File: src/rtl/spi_pkg.sv
`default_nettype none
// ============================================================================
// Module      : spi_pkg
// Description : Shared types and constants for the SPI frame receiver.
// Revision    : 1.0
// ============================================================================
package spi_pkg;
    typedef enum logic [2:0] {IDLE, SHIFT, DRAIN, DONE, ERR} spi_state_t;

    localparam int FRAME_BITS = 24;
    localparam int CNT_W      = 5;
endpackage
`default_nettype wire

File: src/rtl/flopenr.sv
`default_nettype none
// ============================================================================
// Module      : flopenr
// Description : Enabled register with synchronous active-high reset to zero.
// Revision    : 1.0
// ============================================================================
module flopenr #(
    parameter int WIDTH = 8
) (
    input  logic             clk,
    input  logic             rst,
    input  logic             i_en,
    input  logic [WIDTH-1:0] i_d,
    output logic [WIDTH-1:0] o_q
);
    always_ff @(posedge clk) begin
        if (rst)
            o_q <= '0;
        else if (i_en)
            o_q <= i_d;
    end
endmodule
`default_nettype wire

File: src/rtl/sync_ff.sv
`default_nettype none
// ============================================================================
// Module      : sync_ff
// Description : Single-bit multi-stage synchronizer with synchronous reset.
// Revision    : 1.0
// ============================================================================
module sync_ff #(
    parameter int   STAGES    = 2,
    parameter logic RESET_VAL = 1'b0
) (
    input  logic clk,
    input  logic rst,
    input  logic i_d,
    output logic o_q
);
    logic [STAGES-1:0] r_chain;

    always_ff @(posedge clk) begin
        if (rst)
            r_chain <= {STAGES{RESET_VAL}};
        else
            r_chain <= {r_chain[STAGES-2:0], i_d};
    end

    assign o_q = r_chain[STAGES-1];
endmodule
`default_nettype wire

File: src/rtl/spi_frame_receiver.sv
`default_nettype none
// ============================================================================
// Module      : spi_frame_receiver
// Description : SPI mode-0 slave receiving 3-byte frames, length-checked.
// Revision    : 1.0
// ============================================================================
module spi_frame_receiver
    import spi_pkg::*;
#(
    parameter int SYNC_STAGES = 2
) (
    input  logic       clk,
    input  logic       reset,
    input  logic       sck,
    input  logic       cs_n,
    input  logic       sdi,
    output logic [7:0] command,
    output logic [7:0] databyte1,
    output logic [7:0] databyte2,
    output logic       spi_done,
    output logic       frame_error
);
    localparam logic [CNT_W-1:0] c_frame_cnt   = CNT_W'(FRAME_BITS);
    localparam logic [CNT_W-1:0] c_overrun_cnt = CNT_W'(FRAME_BITS + 1);

    logic                  w_sck_s, w_cs_s, w_sdi_s;
    logic                  r_sck_d, r_cs_d;
    logic                  w_sck_rise, w_cs_fall, w_cs_rise;
    logic [SYNC_STAGES:0]  r_flush;
    logic                  r_armed;
    spi_state_t            r_state;
    logic [CNT_W-1:0]      r_cnt;
    logic [FRAME_BITS-1:0] r_shift;
    logic                  w_commit;

    sync_ff #(.STAGES(SYNC_STAGES), .RESET_VAL(1'b0)) u_sync_sck (
        .clk(clk), .rst(reset), .i_d(sck), .o_q(w_sck_s)
    );
    sync_ff #(.STAGES(SYNC_STAGES), .RESET_VAL(1'b1)) u_sync_cs (
        .clk(clk), .rst(reset), .i_d(cs_n), .o_q(w_cs_s)
    );
    sync_ff #(.STAGES(SYNC_STAGES), .RESET_VAL(1'b0)) u_sync_sdi (
        .clk(clk), .rst(reset), .i_d(sdi), .o_q(w_sdi_s)
    );

    assign w_sck_rise = w_sck_s & ~r_sck_d;
    assign w_cs_fall  = ~w_cs_s & r_cs_d;
    assign w_cs_rise  = w_cs_s & ~r_cs_d;
    assign w_commit   = (r_state == DONE) && (r_cnt == c_frame_cnt);

    // A frame may only start once cs_n has been seen high after the chains
    // flushed their reset values, so a frame already in flight at reset release
    // is never picked up halfway.
    always_ff @(posedge clk) begin
        if (reset) begin
            r_sck_d     <= 1'b0;
            r_cs_d      <= 1'b1;
            r_flush     <= '0;
            r_armed     <= 1'b0;
            r_state     <= IDLE;
            r_cnt       <= '0;
            r_shift     <= '0;
            spi_done    <= 1'b0;
            frame_error <= 1'b0;
        end else begin
            r_sck_d     <= w_sck_s;
            r_cs_d      <= w_cs_s;
            r_flush     <= {r_flush[SYNC_STAGES-1:0], 1'b1};
            spi_done    <= 1'b0;
            frame_error <= 1'b0;
            if (r_flush[SYNC_STAGES] && w_cs_s)
                r_armed <= 1'b1;

            case (r_state)
                IDLE: begin
                    r_cnt <= '0;
                    if (w_cs_fall && r_armed)
                        r_state <= SHIFT;
                end
                SHIFT: begin
                    if (w_cs_rise) begin
                        r_state <= DONE;
                    end else if (w_sck_rise) begin
                        r_shift <= {r_shift[FRAME_BITS-2:0], w_sdi_s};
                        if (r_cnt != c_overrun_cnt)
                            r_cnt <= r_cnt + CNT_W'(1);
                        if (r_cnt == c_frame_cnt)
                            r_state <= DRAIN;
                    end
                end
                DRAIN: begin
                    if (w_cs_rise)
                        r_state <= ERR;
                end
                DONE: begin
                    if (r_cnt == c_frame_cnt)
                        spi_done <= 1'b1;
                    else
                        frame_error <= 1'b1;
                    r_state <= IDLE;
                end
                ERR: begin
                    frame_error <= 1'b1;
                    r_state     <= IDLE;
                end
                default: r_state <= IDLE;
            endcase
        end
    end

    flopenr #(.WIDTH(8)) u_cmd_reg (
        .clk(clk), .rst(reset), .i_en(w_commit), .i_d(r_shift[23:16]), .o_q(command)
    );
    flopenr #(.WIDTH(8)) u_db1_reg (
        .clk(clk), .rst(reset), .i_en(w_commit), .i_d(r_shift[15:8]), .o_q(databyte1)
    );
    flopenr #(.WIDTH(8)) u_db2_reg (
        .clk(clk), .rst(reset), .i_en(w_commit), .i_d(r_shift[7:0]), .o_q(databyte2)
    );
endmodule
`default_nettype wire

File: config.mk
export PLATFORM = sky130hd
export DESIGN_NAME = spi_frame_receiver
export DESIGN_NICKNAME = d
export VERILOG_FILES = /design/src/rtl/spi_pkg.sv /design/src/rtl/flopenr.sv /design/src/rtl/sync_ff.sv /design/src/rtl/spi_frame_receiver.sv
export SDC_FILE = /design/constraint.sdc
export NUM_CORES = 1
export LEC_CHECK = 0
export CORE_MARGIN = 4
export CORE_UTILIZATION = 50
export DETAILED_ROUTE_END_ITERATION = 8
export GPL_ROUTABILITY_DRIVEN = 0
export HOLD_SLACK_MARGIN = 0.08
export PLACE_DENSITY = 0.69
export SYNTH_ARGS = -nofsm -noshare
export SYNTH_HDL_FRONTEND = slang
export SYNTH_SLANG_ARGS = --single-unit
File: constraint.sdc
create_clock -name clk -period 4.9 [get_ports clk]
set_clock_uncertainty 0.15 [all_clocks]
set_input_delay 1.225 -clock clk [delete_from_list [all_inputs] [get_ports clk]]
set_output_delay 1.225 -clock clk [all_outputs]
set_load 0.1 [all_outputs]
-- Yosys cells after proc, flatten, opt, wreduce, memory -nomap -nowiden
Index checks and enable logic that the tools add are counted.
- muxes and demuxes: 14
- equality and inequality tests: 13
- bitwise gates (word level): 8
- $mul: 0
- reduce and logical (&&, ||, !) cells: 9
- add/subtract/negate cells: 1
- shift-type cells: 0
- div/mod/pow operators: 0
- $lt $le $gt $ge: 0
- operators by type and width (operator ; count):
    $mux W3 ; 5
    $mux W5 ; 3
    $ne A2 B2 Y1 const B ; 5
    $pmux W5 S2 ; 1
    $pmux W3 S3 ; 1
    $reduce_and A4 Y1 ; 2
    $eq A3 B2 Y1 const B ; 2
    $ne A3 B3 Y1 const B ; 2
    $add A5 B1 Y5 const B ; 1
    $eq A5 B5 Y1 const B ; 1
    $ne A5 B5 Y1 const B ; 1
    $not A1 Y1 ; 5
    $and A1 B1 Y1 ; 3
    $eq A3 B1 Y1 const B ; 1
    $eq A3 B3 Y1 const B ; 1
    $logic_and A1 B1 Y1 ; 3
    $logic_not A3 Y1 ; 1
    $mux W1 ; 3
    $reduce_and A3 Y1 ; 1
    $pmux W1 S2 ; 1
    $reduce_bool A2 Y1 ; 1
    $reduce_or A2 Y1 ; 1
- output and inout port bits: 26
- bits in latches: 0
- memory bits (writable): 0
- memories: 0
- register bits after elaboration: 70
- logic and storage cells: 61
- bits of input ports: 5
- bits in read-only memories: 0

-- Depth between registers and ports, before layout
Gate-level depths: netlist of run 1.
- depth in word-level cells: 5
- mapped depth: 8
- gate-level depth less buffers: 6

-- By module
A second synthesis of run 1 with hierarchy kept.
- cell total of the unflattened synthesis: 283
- area, all modules: 2603.7 um2
- modules (own cells, without submodules) (module ; area an instance (um2) ; instances ; cells an instance ; seq. area each (um2)):
    spi_frame_receiver ; 1590.3 ; 1 ; 193 ; 800.8
    flopenr ; 285.3 ; 3 ; 26 ; 160.2
    sync_ff ; 52.6 ; 3 ; 4 ; 40.0

-- Least setup slack after synthesis of run 1
No wires, ideal clock.
- path kind: reg2out
- start point: register u_cmd_reg.o_q[0]
- end point: output port command[0]
- buffers on the path: 0
- arrival: 0.924 ns
- stages on the path, launching flop included: 1
- slack: 2.601 ns
- data required time: 3.525 ns
- cells stage by stage: dfxtp_1
- RTL lines (element ; line ; RTL):
    from (decl) ; flopenr.sv:14 ; output logic [WIDTH-1:0] o_q
    from (signal assigned) ; flopenr.sv:20 ; o_q <= i_d;
    to (decl) ; spi_frame_receiver.sv:17 ; output logic [7:0] command,
No word-level cell between the ends.

-- Worst setup path after layout of run 1
- start point: register u_cmd_reg.o_q[6]
- end point: output port command[6]
No word-level cell between the ends.

==> results.toml, run 1 <==
[outcome]
status = "completed"

[critical_path]
slowest_stage = "clkdlybuf4s50_1"
cp_slowest_stage_delay_ns = 1.14
cp_max_fo = 2
cp.required_ns = 3.52
reg2reg_slack_ns = 2.55
worstReg2RegStart = "r_state[0]"
critPathLaunchType = "flop"
endpoint_kind = "output port"
crit_start = "u_cmd_reg.o_q[6]"
cp.arrival_ns = 1.82
criticalPathCategory = "flop to output port"
worstPathCellList = "clkdlybuf4s50_1"
cp_top_family = "buffers and inverters"
worstPathBufferInverterCount = 1

[floorplan]
fp.dieH_um = 81.0
start_util = 0.519
io_pins = 31
die-area_um2 = 6570
die_x_um = 81.0
num_rows = 26
core_area_um2 = 5140

[global_routing]
grt_max_degree = 66
grt_pass1_wl_mm = 8.57
antenna_found_initial = 0
grt_overflow = 0
grt_pass1_vias = 1958
grt_util_all_layers = 0.170

[finish]
areaGrowthSynthToFinish_pct = 17.1
layout-drive-gt1-share = 0.128
nNetsFinal = 339
final_cell_mix = "nand2_1, dfxtp_1, a21oi_1"
final_common_cell = "nand2_1"
antennaDiodeCount = 0

[routing]
drt-pass1-iter-count = 4
drc_errors = 0
drtAntennaViolNets = 0
routedWlPerCell_um = 12.2
drt_iter0_drc = 105
finalWirelength_mm = 4.93
vias = 2053
via_per_inst = 5.07

[timing]
min_period_ns = 3.20
hold_viol_final = 0
slew_headroom = 0.348
whs_ns = 0.269
clock.fmax_mhz = 313
setup_viol_count_final = 0
postLayoutSetupSlackWorst_ns = 1.70
drv_slew = 0
rsz0062_at_grt = "no"
fin_crit_sh = 0.653
tightest_slew_ns = 0.974
setup_tns_ns = 0

[clock_network]
tritoncts = "built"
cts.sinks = 70
clk_pin_slew_ns = 0.07
cts-root-buf = "clkbuf_8"
postCtsSetupRepairBufs = 0
numCtsBuffers = 9
clockBufferDepth = 2
htree_levels = 3
clk-insertion-delay-late_ns = 0.33
cts-hold-fix-buffers = 0
post_cts_resize_count = 0

[logic_synthesis]
synth-warning-count = 0
synth_fp_nets = 315
ys_seq_area_frac = 0.525
synth-seq-cells = 70
synth_area_leaders = "dfxtp_1, nand2_1, a21oi_2"
synth_area_leader_cell = "dfxtp_1"
ys_types = 37
synth.avg_cell_area_um2 = 8.69
synth_area_um2 = 2670
synth_top_area_share = 0.525
syn_inst = 307

[power]
p_leak_nw = 0.993
vdd_drop_max_v = 0.000185
finalPower_mw = 0.994
powerDensity_nw_per_um2 = 318

[placed_design]
portBuffers = 30
dp_slack_ns = 2.05
dp_hpwl_mm = 3.14

[hold_path]
hold_start = "u_sync_cs.r_chain[0]"
hp-class = "flop to flop"

[job]
drv_cap = 0
==> per-layer routing <==
layer	part of all wire	track usage
met3	0.035	0.0388
met5	0	0
met1	0.50	0.219
met4	0.013	0.0912
met2	0.45	0.264
==> stage by stage <==
stage / instance area [µm²] / util / cells
2_1_floorplan: 2670 / - / 307
3_5_place_dp: 2960 / 0.575 / 390
6_report: 3120 / 0.608 / 405
5_1_grt: 3120 / 0.608 / 405
3_3_place_gp: 2960 / 0.575 / 390
4_1_cts: 3120 / 0.608 / 405
==> synth_stat cells <==
master,n
or2_1,1
nor2b_1,7
buf_2,6
nand3_1,7
clkbuf_1,8
nor3_1,2
or4b_1,1
inv_2,1
a21oi_1,30
or2_2,3
a32oi_1,1
and3_1,1
a211oi_1,1
o31ai_1,1
nand2b_1,5
nand4_1,1
inv_1,4
o211ai_1,2
nor2_1,7
nor3_2,1
or3_1,2
nand2_1,101
or3b_4,1
a21oi_2,20
nor3b_4,1
buf_1,1
a31oi_1,4
dfxtp_1,70
ha_1,3
nor4_1,1
o21bai_1,1
nand3b_4,1
o21ai_1,1
or4_1,3
and2b_1,1
buf_6,4
nand4b_1,2
==> report_power, final <==
part | total, mW | switching (mW) | internal [mW]
sequential | 0.575 | 0.00180 | 0.573
combinational | 0.0210 | 0.0144 | 0.00664
clock | 0.398 | 0.189 | 0.209
==> final timing paths <==
path                           to  cells after the start
max                    command[6]                      1
min          u_sync_cs.r_chain[1]                      1
max reg2reg           r_shift[21]                      4
min reg2reg  u_sync_cs.r_chain[1]                      1
==> cell type report <==
type	count	area [µm²]
tap	70	87.6
sequential	70	1400
inverter	5	18.8
fill	499	2020
multi-input combinational	213	1140
clock inverter	1	5.00
timing repair buffer	32	310
clock buffer	14	163
==> kinds of logic after synthesis <==
family          count (synthesis)  share of synthesized area
flops                          70                      0.525
buf+inv                        24                     0.0478
fa+ha+maj                       3                     0.0141
compound gates                 61                      0.151
simple gates                  149                      0.262
==> state kept, by name, summed over array words and instances, names as in the netlist <==
signal,flops
u_cmd_reg.o_q,8
r_cnt,5
r_shift,24
u_db2_reg.o_q,8
r_state,3
r_flush,3
r_armed,1
frame_error,1
u_db1_reg.o_q,8
r_cs_d,1
u_sync_cs.r_chain,2
u_sync_sck.r_chain,2
r_sck_d,1
spi_done,1
u_sync_sdi.r_chain,2
Power figures use the tool's default switching activity.
==> run 2: changes to the inputs <==
==> constraint.sdc (replaced) <==
create_clock -name clk -period 3.02 [get_ports clk]
set_clock_uncertainty 0.15 [all_clocks]
set_input_delay 0.755 -clock clk [delete_from_list [all_inputs] [get_ports clk]]
set_output_delay 0.755 -clock clk [all_outputs]
set_load 0.1 [all_outputs]
==> run 2 against run 1 <==
Net effect:
- global-route usage grew 0.32 points
- wire length is essentially flat
- sequential share of layout area grew 0.20 points
- design area shrank 0.44%
- non-clock buffer count grew 1
- critical path type is now flop to flop
- critical endpoint is now u_db2_reg.o_q[1]
- largest power group unchanged
- highest routed layer unchanged
==> results.toml, run 2 (same netlist as run 1, synthesis figures left out) <==
[clock_network]
postCtsSetupRepairBufs = 0
clk_pin_slew_ns = 0.07
htree_levels = 3
cts.sinks = 70
cts-hold-fix-buffers = 0
tritoncts = "built"
clk-insertion-delay-late_ns = 0.34
clockBufferDepth = 2
post_cts_resize_count = 0
numCtsBuffers = 9
cts-root-buf = "clkbuf_8"

[timing]
setup_viol_count_final = 0
clock.fmax_mhz = 463
tightest_slew_ns = 0.845
whs_ns = 0.262
rsz0062_at_grt = "no"
setup_tns_ns = 0
min_period_ns = 2.16
slew_headroom = 0.437
drv_slew = 0
hold_viol_final = 0
fin_crit_sh = 0.715
postLayoutSetupSlackWorst_ns = 0.862

[finish]
antennaDiodeCount = 0
final_cell_mix = "nand2_1, dfxtp_1, a21oi_1"
largest_reg_flops = 24
nNetsFinal = 340
layout-drive-gt1-share = 0.220
largest_register = "r_shift"
areaGrowthSynthToFinish_pct = 16.6
register_area_um2 = 1400
n_fill_cell = 482
final_common_cell = "nand2_1"
multi_input_area_um2 = 1140
final_area_um2 = 3110

[global_routing]
grt_pass1_wl_mm = 8.70
grt_util_all_layers = 0.173
antenna_found_initial = 0
grt_overflow = 0
grt_max_degree = 46
grt_pass1_vias = 1908

[routing]
drt_iter0_drc = 95
drc_errors = 0
drtAntennaViolNets = 0
via_per_inst = 4.98
vias = 2028
finalWirelength_mm = 4.93
drt-pass1-iter-count = 4
routedWlPerCell_um = 12.1

[hold_path]
hold_start = "u_sync_cs.r_chain[0]"
hp-class = "flop to flop"
hold_depth = 1

[critical_path]
crit_start = "r_cnt[0]"
worstPathCellList = "inv_1, ha_1, nand4b_1, or3_1, nand2_1, a21oi_1"
worstPathBufferInverterCount = 1
criticalPathCategory = "flop to flop"
cp.required_ns = 3.14
cp.depth = 6
cp_top_family = "simple AND/OR/NAND/NOR gates"
worstReg2RegStart = "r_cnt[0]"
slowest_stage = "or3_1"
worstRegToRegCells = 6
cp_max_fo = 24
endpoint_kind = "flop"
cp_slowest_stage_delay_ns = 0.71
cp.arrival_ns = 2.28
critPathLaunchType = "flop"

[floorplan]
fp.dieH_um = 81.0
die-area_um2 = 6570
core_area_um2 = 5140
die_x_um = 81.0
num_rows = 26
io_pins = 31
start_util = 0.519

[power]
powerDensity_nw_per_um2 = 550
vdd_drop_max_v = 0.000281
p_leak_nw = 1.07
finalPower_mw = 1.71
switchingPower_mw = 0.368
clockPowerShare = 0.433
pwr-share-seq = 0.545
pwr-share-comb = 0.021
internal_power_mw = 1.34
swShare = 0.215

[job]
drv_cap = 0

[placed_design]
dp_slack_ns = 0.827
placed_cell_area_um2 = 2910
dp_hpwl_mm = 3.12
portBuffers = 30

[outcome]
status = "completed"
## run 2: worst paths after layout
check                         end  slack, ns
max reg2reg      u_db2_reg.o_q[1]       0.86
min reg2reg  u_sync_cs.r_chain[1]       0.26
max              u_db2_reg.o_q[1]       0.86
min          u_sync_cs.r_chain[1]       0.26
## run 2: layout make-up
| type | instances | share of cell area |
|---|---|---|
| repair buffers | 33 | 0.0853 |
| well taps | 70 | 0.0282 |
| clock inverters | 6 | 0.0197 |
| inverters | 5 | 0.00603 |
| multi-input cells | 213 | 0.366 |
| flip-flops and latches | 70 | 0.451 |
| clock buffers | 10 | 0.0442 |
## run 2: power groups by stage
stage	sequential, mW	clock [mW]	combinational (mW)
after floorplan	0.953	0	0.0258
after global placement	0.954	0	0.0368
after detailed placement	0.954	0	0.0371
after CTS	0.932	0.762	0.0374
after global routing	0.933	0.803	0.0410
final	0.933	0.742	0.0366
## run 2: metal layers
layer  up-vias  track usage  wire length [µm]
li1       1063            -                 -
met1       920        0.227              2440
met2        34        0.264              2200
met3        11       0.0366               180
met4         0       0.0963               111
met5         -            0                 0
## run 2: stage by stage
step	util	cells
5_1_grt	0.605	407
2_1_floorplan	-	307
3_5_place_dp	0.566	391
6_report	0.605	407
4_1_cts	0.605	407
3_3_place_gp	0.566	391
==> edit, RTL diff (flow settings as in run 2) <==
Re-encode `spi_state_t` (5 states) as one-hot, 5 bits wide.
--- a/src/rtl/spi_pkg.sv
+++ b/src/rtl/spi_pkg.sv
@@ -5,7 +5,7 @@
 // Revision    : 1.0
 // ============================================================================
 package spi_pkg;
-    typedef enum logic [2:0] {IDLE, SHIFT, DRAIN, DONE, ERR} spi_state_t;
+    typedef enum logic [4:0] {IDLE = 5'b00001, SHIFT = 5'b00010, DRAIN = 5'b00100, DONE = 5'b01000, ERR = 5'b10000} spi_state_t;
 
     localparam int FRAME_BITS = 24;
     localparam int CNT_W      = 5;
Formal check against the unedited RTL: no difference found for any inputs over 10 cycles, from zero or initial values and one cycle with reset high; not proved beyond that.
==> edit against run 2 <==
- combinational power shrank 24%
- sequential share of layout area grew 0.77 points
- non-clock buffer count is 2 higher
- total power up 16%
- wire length is 1.0% higher
- design area up 1.1%
- setup slack lost 0.0058 ns
- sequential power increased by 2.8%
- global-route usage about the same
- via count grew 4.2%
- synthesized area is 2.8% lower
- sequential cell count grew 2
- critical endpoint is now r_cnt[2]$_SDFFE_PP0P_
==> edit: results (changes against run 2) <==
status: finished clean
R2R setup slack: 0.86 ns
total track usage: 17.32% (+0.020 points)
crit path DAT: 2.29 ns
clock network latency to the later pin of the worst-skew pair: 0.34 ns (about the same)
Vias/cell: 5.156 (+3.5%)
Biggest register: r_shift
CP Capture Point: r_cnt[2]$_SDFFE_PP0P_
crit path launch: r_state[2]$_SDFFE_PP0P_
largest cells by area after synthesis: dfxtp_1, nand2_1, a21oi_1
Post-Syn Nets: 319 (+1.3%)
VDD IR max: 513.5 uV (+83%)
Final nets: 346 (+1.8%)
Hold Path Class: flip-flop to flip-flop
Worst path max stage delay: 0.54 ns (-0.17 ns)
CTS buffer count: 9 (unchanged)
CTS clock-pin slew for the worst setup and hold paths: 0.07 ns (about the same)
clock tree root driver cell: clkbuf_8
Top delay family on crit path: simple AND/OR/NAND/NOR gates
vias in the first global route: 1927 (+1.0%)
Tmin final: 2.164 ns (+0.005830 ns)
leak pwr: 1.133 nW (+5.6%)
crit path max-delay cell type: or4_1
H-tree depth: 3 (unchanged)
largest net degree at the start of global routing: 44 (-4.3%)
post-CTS setup buffers: 0 (unchanged)
FF-to-FF path depth: 4 (-2)
final wirelength: 4.984 mm (+1.0%)
share of cells above drive strength 1: 16.33% (-5.6 points)
pre-CTS WS: 0.8239 ns (-0.003165 ns)
post-CTS sizing: 0 (unchanged)
peak fanout along the critical path: 6 (-75%)
Distinct cells, synth: 30 (-19%)
Yosys Warn Count: 0 (unchanged)
Slew headroom: 66.48% (+23 points)
sequential area share after synthesis: 55.60% (+3.1 points)
most numerous cell in the Yosys netlist: nand2_1
initial antenna violation count: 0 (unchanged)
max reg flops: 24 (unchanged)
IO buf count: 30 (unchanged)
clk buf depth: 2 (unchanged)
Syn Inst Count: 311 (+1.3%)
Antenna diodes: 0 (unchanged)
DR iter-0 viols: 95 (unchanged)
Post-synth ARST share: 0% (unchanged)
wire length of the first global-routing pass: 8.500 mm (-2.3%)
Post-synth top cells: nand2_1, dfxtp_1, a21oi_1
post-DP HPWL: 3.275 mm (+4.9%)
edit: cell count changes after synthesis, sizes merged, moves of 4 or more:
cell and delta:
buf -10, clkbuf +10, a21oi +4, a31oi -4, nand3 -4, nor2b +4
edit: worst min path at each step:
stage | endpoint | depth (start not counted) | slack [ns] | start
global route | u_sync_cs.r_chain[1]$_SDFF_PP1_ | 1 | 0.29 | u_sync_cs.r_chain[0]$_SDFF_PP1_
CTS | u_sync_cs.r_chain[1]$_SDFF_PP1_ | 1 | 0.27 | u_sync_cs.r_chain[0]$_SDFF_PP1_
global placement | u_sync_cs.r_chain[1]$_SDFF_PP1_ | 1 | 0.25 | u_sync_cs.r_chain[0]$_SDFF_PP1_
finish | u_sync_cs.r_chain[1]$_SDFF_PP1_ | 1 | 0.27 | u_sync_cs.r_chain[0]$_SDFF_PP1_
detailed placement | u_sync_cs.r_chain[1]$_SDFF_PP1_ | 1 | 0.25 | u_sync_cs.r_chain[0]$_SDFF_PP1_
floorplan | u_sync_cs.r_chain[1]$_SDFF_PP1_ | 1 | 0.24 | u_sync_cs.r_chain[0]$_SDFF_PP1_
edit: per-stage QoR:
step	power [mW]	hold WS (ns)	cells	area, um2
floorplan	0.9991	0.2395	311	2592
global placement	1.009	0.2476	394	2878
detailed placement	1.009	0.2517	394	2878
CTS	2.002	0.2663	410	3146
global route	2.056	0.2853	410	3146
finish	1.986	0.2677	410	3146
edit: where the power goes:
part / switching, mW / internal [mW] / leakage [nW]
sequential: 0.00283 / 0.956 / 0.582
combinational: 0.0176 / 0.0101 / 0.414
clock: 0.348 / 0.652 / 0.136
total: 0.368 / 1.62 / 1.13
edit: kinds of logic after synthesis:
family          count (synthesis)  share of synthesized area, %
flops                          72                         55.60
simple gates                  143                         24.95
buf+inv                        26                         3.813
compound gates                 67                         14.19
fa+ha+maj                       3                         1.448
edit: worst register-to-register path, cell delays in order, from the launching register on:
cell and delay (ns):
dfxtp_1 0.35, or3_4 0.43, or4_1 0.54, or4_1 0.48, a21oi_1 0.14
edit: final cells by class:
cell class                      instances  area [um2]
Sequential cell                        72        1441
Multi-Input combinational cell        213        1059
Clock inverter                          6       130.1
Timing Repair Buffer                   35       267.8
Clock buffer                           10       137.6
Inverter                                7       26.28
Tap cell                               67       83.83
Fill cell                             440        1734
edit: metal layers:
metal | track usage [%] | vias up | part of all wire, %
li1 | - | 1093 | -
met1 | 20.58 | 984 | 46
met2 | 27.81 | 32 | 49
met3 | 6.772 | 5 | 3.9
met4 | 7.095 | 0 | 0.92
met5 | 0 | - | 0
